`src/rtl/ifu_fetch_if.sv`:
```
// Fetch-unit bundle: redirect input, imem request/response and decode handoff.
// The fault signal exists only when IFU_MISALIGN_TRAP_EN is defined.
interface ifu_fetch_if;
   logic        redirect_valid;
   logic [31:0] redirect_pc;
   logic        imem_req_valid;
   logic        imem_req_ready;
   logic [31:0] imem_req_addr;
   logic        imem_resp_valid;
   logic [31:0] imem_resp_data;
   logic        inst_valid;
   logic        inst_ready;
   logic [31:0] inst;
   logic [31:0] inst_pc;
`ifdef IFU_MISALIGN_TRAP_EN
   logic        fault;

   modport master (
      input  redirect_valid,
      input  redirect_pc,
      output imem_req_valid,
      input  imem_req_ready,
      output imem_req_addr,
      input  imem_resp_valid,
      input  imem_resp_data,
      output inst_valid,
      input  inst_ready,
      output inst,
      output inst_pc,
      output fault
   );

   modport slave (
      output redirect_valid,
      output redirect_pc,
      input  imem_req_valid,
      output imem_req_ready,
      input  imem_req_addr,
      output imem_resp_valid,
      output imem_resp_data,
      input  inst_valid,
      output inst_ready,
      input  inst,
      input  inst_pc,
      input  fault
   );
`else
   modport master (
      input  redirect_valid,
      input  redirect_pc,
      output imem_req_valid,
      input  imem_req_ready,
      output imem_req_addr,
      input  imem_resp_valid,
      input  imem_resp_data,
      output inst_valid,
      input  inst_ready,
      output inst,
      output inst_pc
   );

   modport slave (
      output redirect_valid,
      output redirect_pc,
      input  imem_req_valid,
      output imem_req_ready,
      input  imem_req_addr,
      output imem_resp_valid,
      output imem_resp_data,
      input  inst_valid,
      output inst_ready,
      input  inst,
      input  inst_pc
   );
`endif
endinterface

```
`src/rtl/ifu_fetch.sv`:
```
// Instruction fetch: PC owner, credit-limited imem reads, tag FIFO, inst FIFO.
// Define IFU_MISALIGN_TRAP_EN to trap misaligned redirects via bus.fault.
module ifu_fetch #(
   parameter logic [31:0] RESET_PC = 32'h8000_0000,
   parameter int unsigned DEPTH    = 2
) (
   input logic         clock,
   input logic         reset_n,
   ifu_fetch_if.master bus
);

   localparam int PTR_W = (DEPTH > 1) ? $clog2(DEPTH) : 1;
   localparam int CNT_W = $clog2(DEPTH) + 1;
   localparam logic [PTR_W-1:0] PTR_ONE = PTR_W'(1);
   localparam logic [CNT_W-1:0] CNT_ONE = CNT_W'(1);
   localparam logic [CNT_W-1:0] CNT_MAX = CNT_W'(DEPTH);

   typedef enum logic [1:0] {
      BOOT  = 2'd0,
      FETCH = 2'd1,
      FLUSH = 2'd2
   } state_e;

   state_e           state_q, state_d;
   logic [31:0]      pc_q, pc_d;
   logic             epoch_q, epoch_d;
   logic [CNT_W-1:0] osd_q, osd_d;
   logic [CNT_W-1:0] cnt_q, cnt_d;
   logic [PTR_W-1:0] twr_q, twr_d;
   logic [PTR_W-1:0] trd_q, trd_d;
   logic [PTR_W-1:0] fwr_q, fwr_d;
   logic [PTR_W-1:0] frd_q, frd_d;

   logic [31:0] tag_pc_q   [0:DEPTH-1];
   logic        tag_ep_q   [0:DEPTH-1];
   logic [31:0] fifo_data_q[0:DEPTH-1];
   logic [31:0] fifo_pc_q  [0:DEPTH-1];

   logic redir;
   logic halt;
   logic credit_ok;
   logic req_valid;
   logic req_fire;
   logic resp_fire;
   logic push;
   logic inst_valid;
   logic pop;

`ifdef IFU_MISALIGN_TRAP_EN
   logic fault_q, fault_d;
   logic misalign;

   assign misalign = bus.redirect_pc[1:0] != 2'b00;
   assign halt     = fault_q;
   assign bus.fault = fault_q;
`else
   logic unused_lo;

   // Low PC bits are forced to zero, so they never reach any logic.
   assign unused_lo = ^bus.redirect_pc[1:0];
   assign halt      = 1'b0;
`endif

   assign redir = bus.redirect_valid;

   always_comb begin
      credit_ok  = (osd_q + cnt_q) < CNT_MAX;
      req_valid  = (state_q == FETCH) && credit_ok && !redir && !halt;
      req_fire   = req_valid && bus.imem_req_ready;
      resp_fire  = bus.imem_resp_valid && (osd_q != '0);
      // Stale epoch or a coincident redirect both discard the word.
      push       = resp_fire && (tag_ep_q[trd_q] == epoch_q) && !redir;
      inst_valid = (cnt_q != '0) && !halt;
      pop        = inst_valid && bus.inst_ready;
   end

   always_comb begin
      pc_d    = pc_q;
      epoch_d = epoch_q;
      osd_d   = osd_q;
      twr_d   = twr_q;
      trd_d   = trd_q;
      fwr_d   = fwr_q;
      frd_d   = frd_q;
      cnt_d   = cnt_q;

      if (req_fire) begin
         osd_d = osd_d + CNT_ONE;
         twr_d = twr_q + PTR_ONE;
      end
      if (resp_fire) begin
         osd_d = osd_d - CNT_ONE;
         trd_d = trd_q + PTR_ONE;
      end

      if (redir) begin
         pc_d    = {bus.redirect_pc[31:2], 2'b00};
         epoch_d = ~epoch_q;
         fwr_d   = '0;
         frd_d   = '0;
         cnt_d   = '0;
      end else begin
         if (req_fire) begin
            pc_d = pc_q + 32'd4;
         end
         if (push) begin
            fwr_d = fwr_q + PTR_ONE;
            cnt_d = cnt_d + CNT_ONE;
         end
         if (pop) begin
            frd_d = frd_q + PTR_ONE;
            cnt_d = cnt_d - CNT_ONE;
         end
      end
   end

   always_comb begin
      state_d = state_q;
      if (redir) begin
         state_d = (osd_d != '0) ? FLUSH : FETCH;
      end else begin
         unique case (state_q)
            BOOT:    state_d = FETCH;
            FETCH:   state_d = FETCH;
            FLUSH:   state_d = (osd_d == '0) ? FETCH : FLUSH;
            default: state_d = BOOT;
         endcase
      end
   end

`ifdef IFU_MISALIGN_TRAP_EN
   always_comb begin
      fault_d = fault_q;
      if (redir) begin
         fault_d = misalign;
      end
   end

   always_ff @(posedge clock) begin
      if (!reset_n) begin
         fault_q <= 1'b0;
      end else begin
         fault_q <= fault_d;
      end
   end
`endif

   always_ff @(posedge clock) begin
      if (!reset_n) begin
         state_q <= BOOT;
         pc_q    <= RESET_PC;
         epoch_q <= 1'b0;
         osd_q   <= '0;
         cnt_q   <= '0;
         twr_q   <= '0;
         trd_q   <= '0;
         fwr_q   <= '0;
         frd_q   <= '0;
      end else begin
         state_q <= state_d;
         pc_q    <= pc_d;
         epoch_q <= epoch_d;
         osd_q   <= osd_d;
         cnt_q   <= cnt_d;
         twr_q   <= twr_d;
         trd_q   <= trd_d;
         fwr_q   <= fwr_d;
         frd_q   <= frd_d;
      end
   end

   // Storage needs no reset: occupancy counters gate every read.
   always_ff @(posedge clock) begin
      if (req_fire) begin
         tag_pc_q[twr_q] <= pc_q;
         tag_ep_q[twr_q] <= epoch_q;
      end
      if (push) begin
         fifo_data_q[fwr_q] <= bus.imem_resp_data;
         fifo_pc_q[fwr_q]   <= tag_pc_q[trd_q];
      end
   end

   assign bus.imem_req_valid = req_valid;
   assign bus.imem_req_addr  = pc_q;
   assign bus.inst_valid     = inst_valid;
   assign bus.inst    = inst_valid ? fifo_data_q[frd_q] : '0;
   assign bus.inst_pc = inst_valid ? fifo_pc_q[frd_q] : '0;

endmodule

```
`src/flat_wrapper.sv`:
```
// flat-port wrapper written by rule: the top's interface ports become plain ports
module ifu_fetch_flat 
#(
   parameter logic [31:0] RESET_PC = 32'h8000_0000,
   parameter int unsigned DEPTH    = 2
)
  (clock, reset_n, bus_redirect_valid, bus_redirect_pc, bus_imem_req_valid, bus_imem_req_ready, bus_imem_req_addr, bus_imem_resp_valid, bus_imem_resp_data, bus_inst_valid, bus_inst_ready, bus_inst, bus_inst_pc);
  ifu_fetch_if bus_i ();
  input logic clock;
  input logic reset_n;
  input wire logic [$bits(bus_i.redirect_valid)-1:0] bus_redirect_valid;
  input wire logic [$bits(bus_i.redirect_pc)-1:0] bus_redirect_pc;
  output wire logic [$bits(bus_i.imem_req_valid)-1:0] bus_imem_req_valid;
  input wire logic [$bits(bus_i.imem_req_ready)-1:0] bus_imem_req_ready;
  output wire logic [$bits(bus_i.imem_req_addr)-1:0] bus_imem_req_addr;
  input wire logic [$bits(bus_i.imem_resp_valid)-1:0] bus_imem_resp_valid;
  input wire logic [$bits(bus_i.imem_resp_data)-1:0] bus_imem_resp_data;
  output wire logic [$bits(bus_i.inst_valid)-1:0] bus_inst_valid;
  input wire logic [$bits(bus_i.inst_ready)-1:0] bus_inst_ready;
  output wire logic [$bits(bus_i.inst)-1:0] bus_inst;
  output wire logic [$bits(bus_i.inst_pc)-1:0] bus_inst_pc;
  assign bus_i.redirect_valid = bus_redirect_valid;
  assign bus_i.redirect_pc = bus_redirect_pc;
  assign bus_imem_req_valid = bus_i.imem_req_valid;
  assign bus_i.imem_req_ready = bus_imem_req_ready;
  assign bus_imem_req_addr = bus_i.imem_req_addr;
  assign bus_i.imem_resp_valid = bus_imem_resp_valid;
  assign bus_i.imem_resp_data = bus_imem_resp_data;
  assign bus_inst_valid = bus_i.inst_valid;
  assign bus_i.inst_ready = bus_inst_ready;
  assign bus_inst = bus_i.inst;
  assign bus_inst_pc = bus_i.inst_pc;
  ifu_fetch #(.RESET_PC(RESET_PC), .DEPTH(DEPTH)) u_core (.clock(clock), .reset_n(reset_n), .bus(bus_i));
endmodule
```
`config.mk`:
```
export PLATFORM = sky130hd
export DESIGN_NAME = ifu_fetch_flat
export DESIGN_NICKNAME = d
export VERILOG_FILES = /design/src/rtl/ifu_fetch_if.sv /design/src/rtl/ifu_fetch.sv /design/src/flat_wrapper.sv
export SDC_FILE = /design/constraint.sdc
export NUM_CORES = 1
export LEC_CHECK = 0
export ABC_AREA = 1
export BUFFER_PORTS_ARGS = -buffer_cell sky130_fd_sc_hd__clkbuf_2
export CAP_MARGIN = 20
export CORE_ASPECT_RATIO = 2
export CORE_UTILIZATION = 55
export DETAILED_ROUTE_END_ITERATION = 12
export PLACE_DENSITY_LB_ADDON = 0.15
export SYNTH_ARGS = -nofsm -noshare
export SYNTH_HDL_FRONTEND = slang
export SYNTH_SLANG_ARGS = --single-unit
```
`constraint.sdc`:
```
create_clock -name clock -period 11 [get_ports clock]
set_input_delay 1.1 -clock clock [delete_from_list [all_inputs] [get_ports clock]]
set_output_delay 1.1 -clock clock [all_outputs]
set_load 0.03 [all_outputs]
```
==> run_results.csv <==
group,metric,value,unit
power,power,2010,uW
global_routing,grt_pass1_vias,6343,
clock_network,cts_max_level,1,
layout,fillers,1391,
sta,rsz0062_at_grt,"false",
detailed_routing,viasPerCell,5.26,
critical_path,worstSetupEndpointType,"output port",
logic_synthesis,syn_area,0.00966,mm2
logic_synthesis,netlist_instances,900,
placed_design,dp.cells,1244,
power,power.leakage,0.00446,uW
clock_network,cts_root_buf,"clkbuf_16",
clock_network,cts_made_buffers,20,
placed_design,place_congestion,0.944,
critical_path,start_kind,"flop",
detailed_routing,routed_wl,20100,um
logic_synthesis,ys_seq_area_frac,0.667,
logic_synthesis,synth_edf_count,186,
logic_synthesis,synth_area_leaders,"edfxtp_1, dfxtp_1, nor2_1",
clock_network,cts_tree,"done",
floorplanning,initial_core_util,0.562,
layout,stdcell_area,0.0113,mm2
critical_path,arrival,2320,ps
detailed_routing,vias,6734,
sta,final_max_slew_viol_count,0,
min_path,hp-class,"reg -> reg",
sta,fin_crit,3420,ps
sta,tns,0,ps
floorplanning,num_rows,68,
clock_network,cts_resized,0,
clock_network,cts_hold_buf,0,
flow_run,drv_cap,0,
placed_design,dpl_cell_area,0.0106,mm2
floorplanning,fp.dieH,189,um
sta,maxSlewHeadroom,0.397,
floorplanning,io_pins,168,
sta,hold_viol_final,0,
clock_network,clk_pin_slew,70,ps
global_routing,grt_usage,0.223,
clock_network,cts_buffer_depth,3,
global_routing,antenna_found_initial,0,
detailed_routing,postRouteAntennaNets,0,
critical_path,critical_path_peak_fanout,63,
min_path,holdPathStages,0,
layout,final_cell_mix,"edfxtp_1, nor2_1, clkbuf_2, nand2_1, o21ai_0",
detailed_routing,drc,0,
layout,layout-drive-gt1-share,0.241,
layout,nNetsFinal,1129,
layout,area_delta_synth_final,16.8,%
layout,stdcell_count,1280,
floorplanning,coreArea,0.0172,mm2
logic_synthesis,synth_top_area_share,0.578,
logic_synthesis,syn_avg_cell_area,10.7,um2
clock_network,cts_sinks,229,
sta,tightest_slew,904,ps
critical_path,cp_data_required_time,9900,ps
logic_synthesis,yosys_warnings,0,
logic_synthesis,synth.distinct_cells,39,
layout,layout_commonest_cell,"edfxtp_1",
clock_network,clk_latency,490,ps
floorplanning,die_width,95.7,um
critical_path,ff2ff_path_depth,7,
detailed_routing,wl_per_cell,15.7,um
run_status,status,"completed",
power,power.density,178,mW/mm2
critical_path,worstSetupPathType,"reg -> out",
logic_synthesis,async_flop_share,0,
logic_synthesis,yosysTopAreaCell,"edfxtp_1",
logic_synthesis,synth-seq-cells,229,
power,ir_drop,168,uV
placed_design,port_buffers,161,
detailed_routing,drt_iter0_drc,314,
global_routing,grt_max_degree,65,
clock_network,cts_setup_buffers,0,
sta,fin_crit_sh,0.311,
detailed_routing,drt-pass1-iter-count,5,
global_routing,grt_pass1_wl,31100,um
sta,skew,15.8,ps
layout,fin_util,0.657,
logic_synthesis,synth_ff_type,"edfxtp_1",
floorplanning,dieArea,0.0181,mm2
placed_design,dpl.hpwl,13200,um
layout,diodes,0,
sta,setup_violations,0,
global_routing,overflow,0,
sta,max_freq,0.293,GHz
metrics by stage:
stage / hold slack, ps / setup WS (ps)
2_1_floorplan: 426 / 6250
3_3_place_gp: 432 / 7580
3_5_place_dp: 456 / 7570
4_1_cts: 473 / 7540
5_1_grt: 488 / 7400
6_report: 472 / 7580
per-layer routing:
metal | routed length (um) | global-route usage | vias to the layer above
met5 | 0 | 0 | -
met4 | 908 | 0.114 | 0
met3 | 1030 | 0.0253 | 50
met2 | 10500 | 0.396 | 205
met1 | 7660 | 0.259 | 3137
li1 | - | - | 3342
area by class of cell:
type | count | area (um2) | share of cell area
Inverter | 67 | 258 | 0.0228
Multi-Input combinational cell | 569 | 2800 | 0.248
Clock buffer | 29 | 576 | 0.0510
Tap cell | 210 | 263 | 0.0233
Timing Repair Buffer | 169 | 878 | 0.0778
Clock inverter | 7 | 68.8 | 0.00610
Sequential cell | 229 | 6450 | 0.571
kinds of logic (layout without fill, tap and decap cells):
family | Yosys count | count (layout) | synth area share
compound gates | 124 | 124 | 0.0666
other cells | 1 | 4 | 0.000388
flops | 229 | 229 | 0.667
fa+ha+maj | 3 | 3 | 0.00389
simple gates | 396 | 396 | 0.170
mux | 30 | 30 | 0.0350
xor+xnor | 12 | 12 | 0.0109
buf+inv | 105 | 272 | 0.0465
report_power, final:
group / leakage (uW) / switching [uW] / internal, uW
clock network: 0.000310 / 296 / 391
registers: 0.00204 / 27.1 / 1010
logic: 0.00211 / 196 / 93.7
total: 0.00446 / 518 / 1490
cells in the mapped netlist (5+ instances only):
| cell | instances |
|---|---|
| edfxtp_1 | 186 |
| nor2_1 | 178 |
| nand2_1 | 160 |
| o21ai_0 | 77 |
| inv_1 | 57 |
| dfxtp_1 | 43 |
| mux2_2 | 30 |
| nand3_1 | 30 |
| a21oi_1 | 25 |
| clkbuf_1 | 25 |
| o21ai_1 | 10 |
| xor2_1 | 8 |
| buf_4 | 7 |
| inv_2 | 7 |
| nand4_1 | 7 |
| a31oi_1 | 6 |
| nand2_2 | 5 |
sequential cells by signal, indices dropped and copies added, names as in the netlist, 2 cells and up, named ones only:
name                      count
u_core.bus.imem_req_addr     30
u_core.cnt_q                  2
u_core.fifo_data_q           64
u_core.fifo_pc_q             60
u_core.osd_q                  2
u_core.state_q                2
u_core.tag_ep_q               2
u_core.tag_pc_q              60
worst max-delay path, cell delays in order (launching register included):
cell      delay, ps
dfxtp_2         310
buf_4           470
inv_2           320
buf_12          270
nor2_1          140
nor2_1           60
clkbuf_2        190
worst paths after layout:
path / from / end / slack (ps)
worst max-delay path: flop / bus_inst_pc[15] / 7580
worst min-delay path: u_core.epoch_q$_SDFFE_PN0P_ / u_core.tag_ep_q[0]$_DFFE_PP_ / 470
worst max register to register: flop / u_core.fifo_data_q[1][0]$_DFFE_PP_ / 8430
worst min register to register: u_core.epoch_q$_SDFFE_PN0P_ / u_core.tag_ep_q[0]$_DFFE_PP_ / 470
No activity file was read; power rests on OpenSTA's default activity.
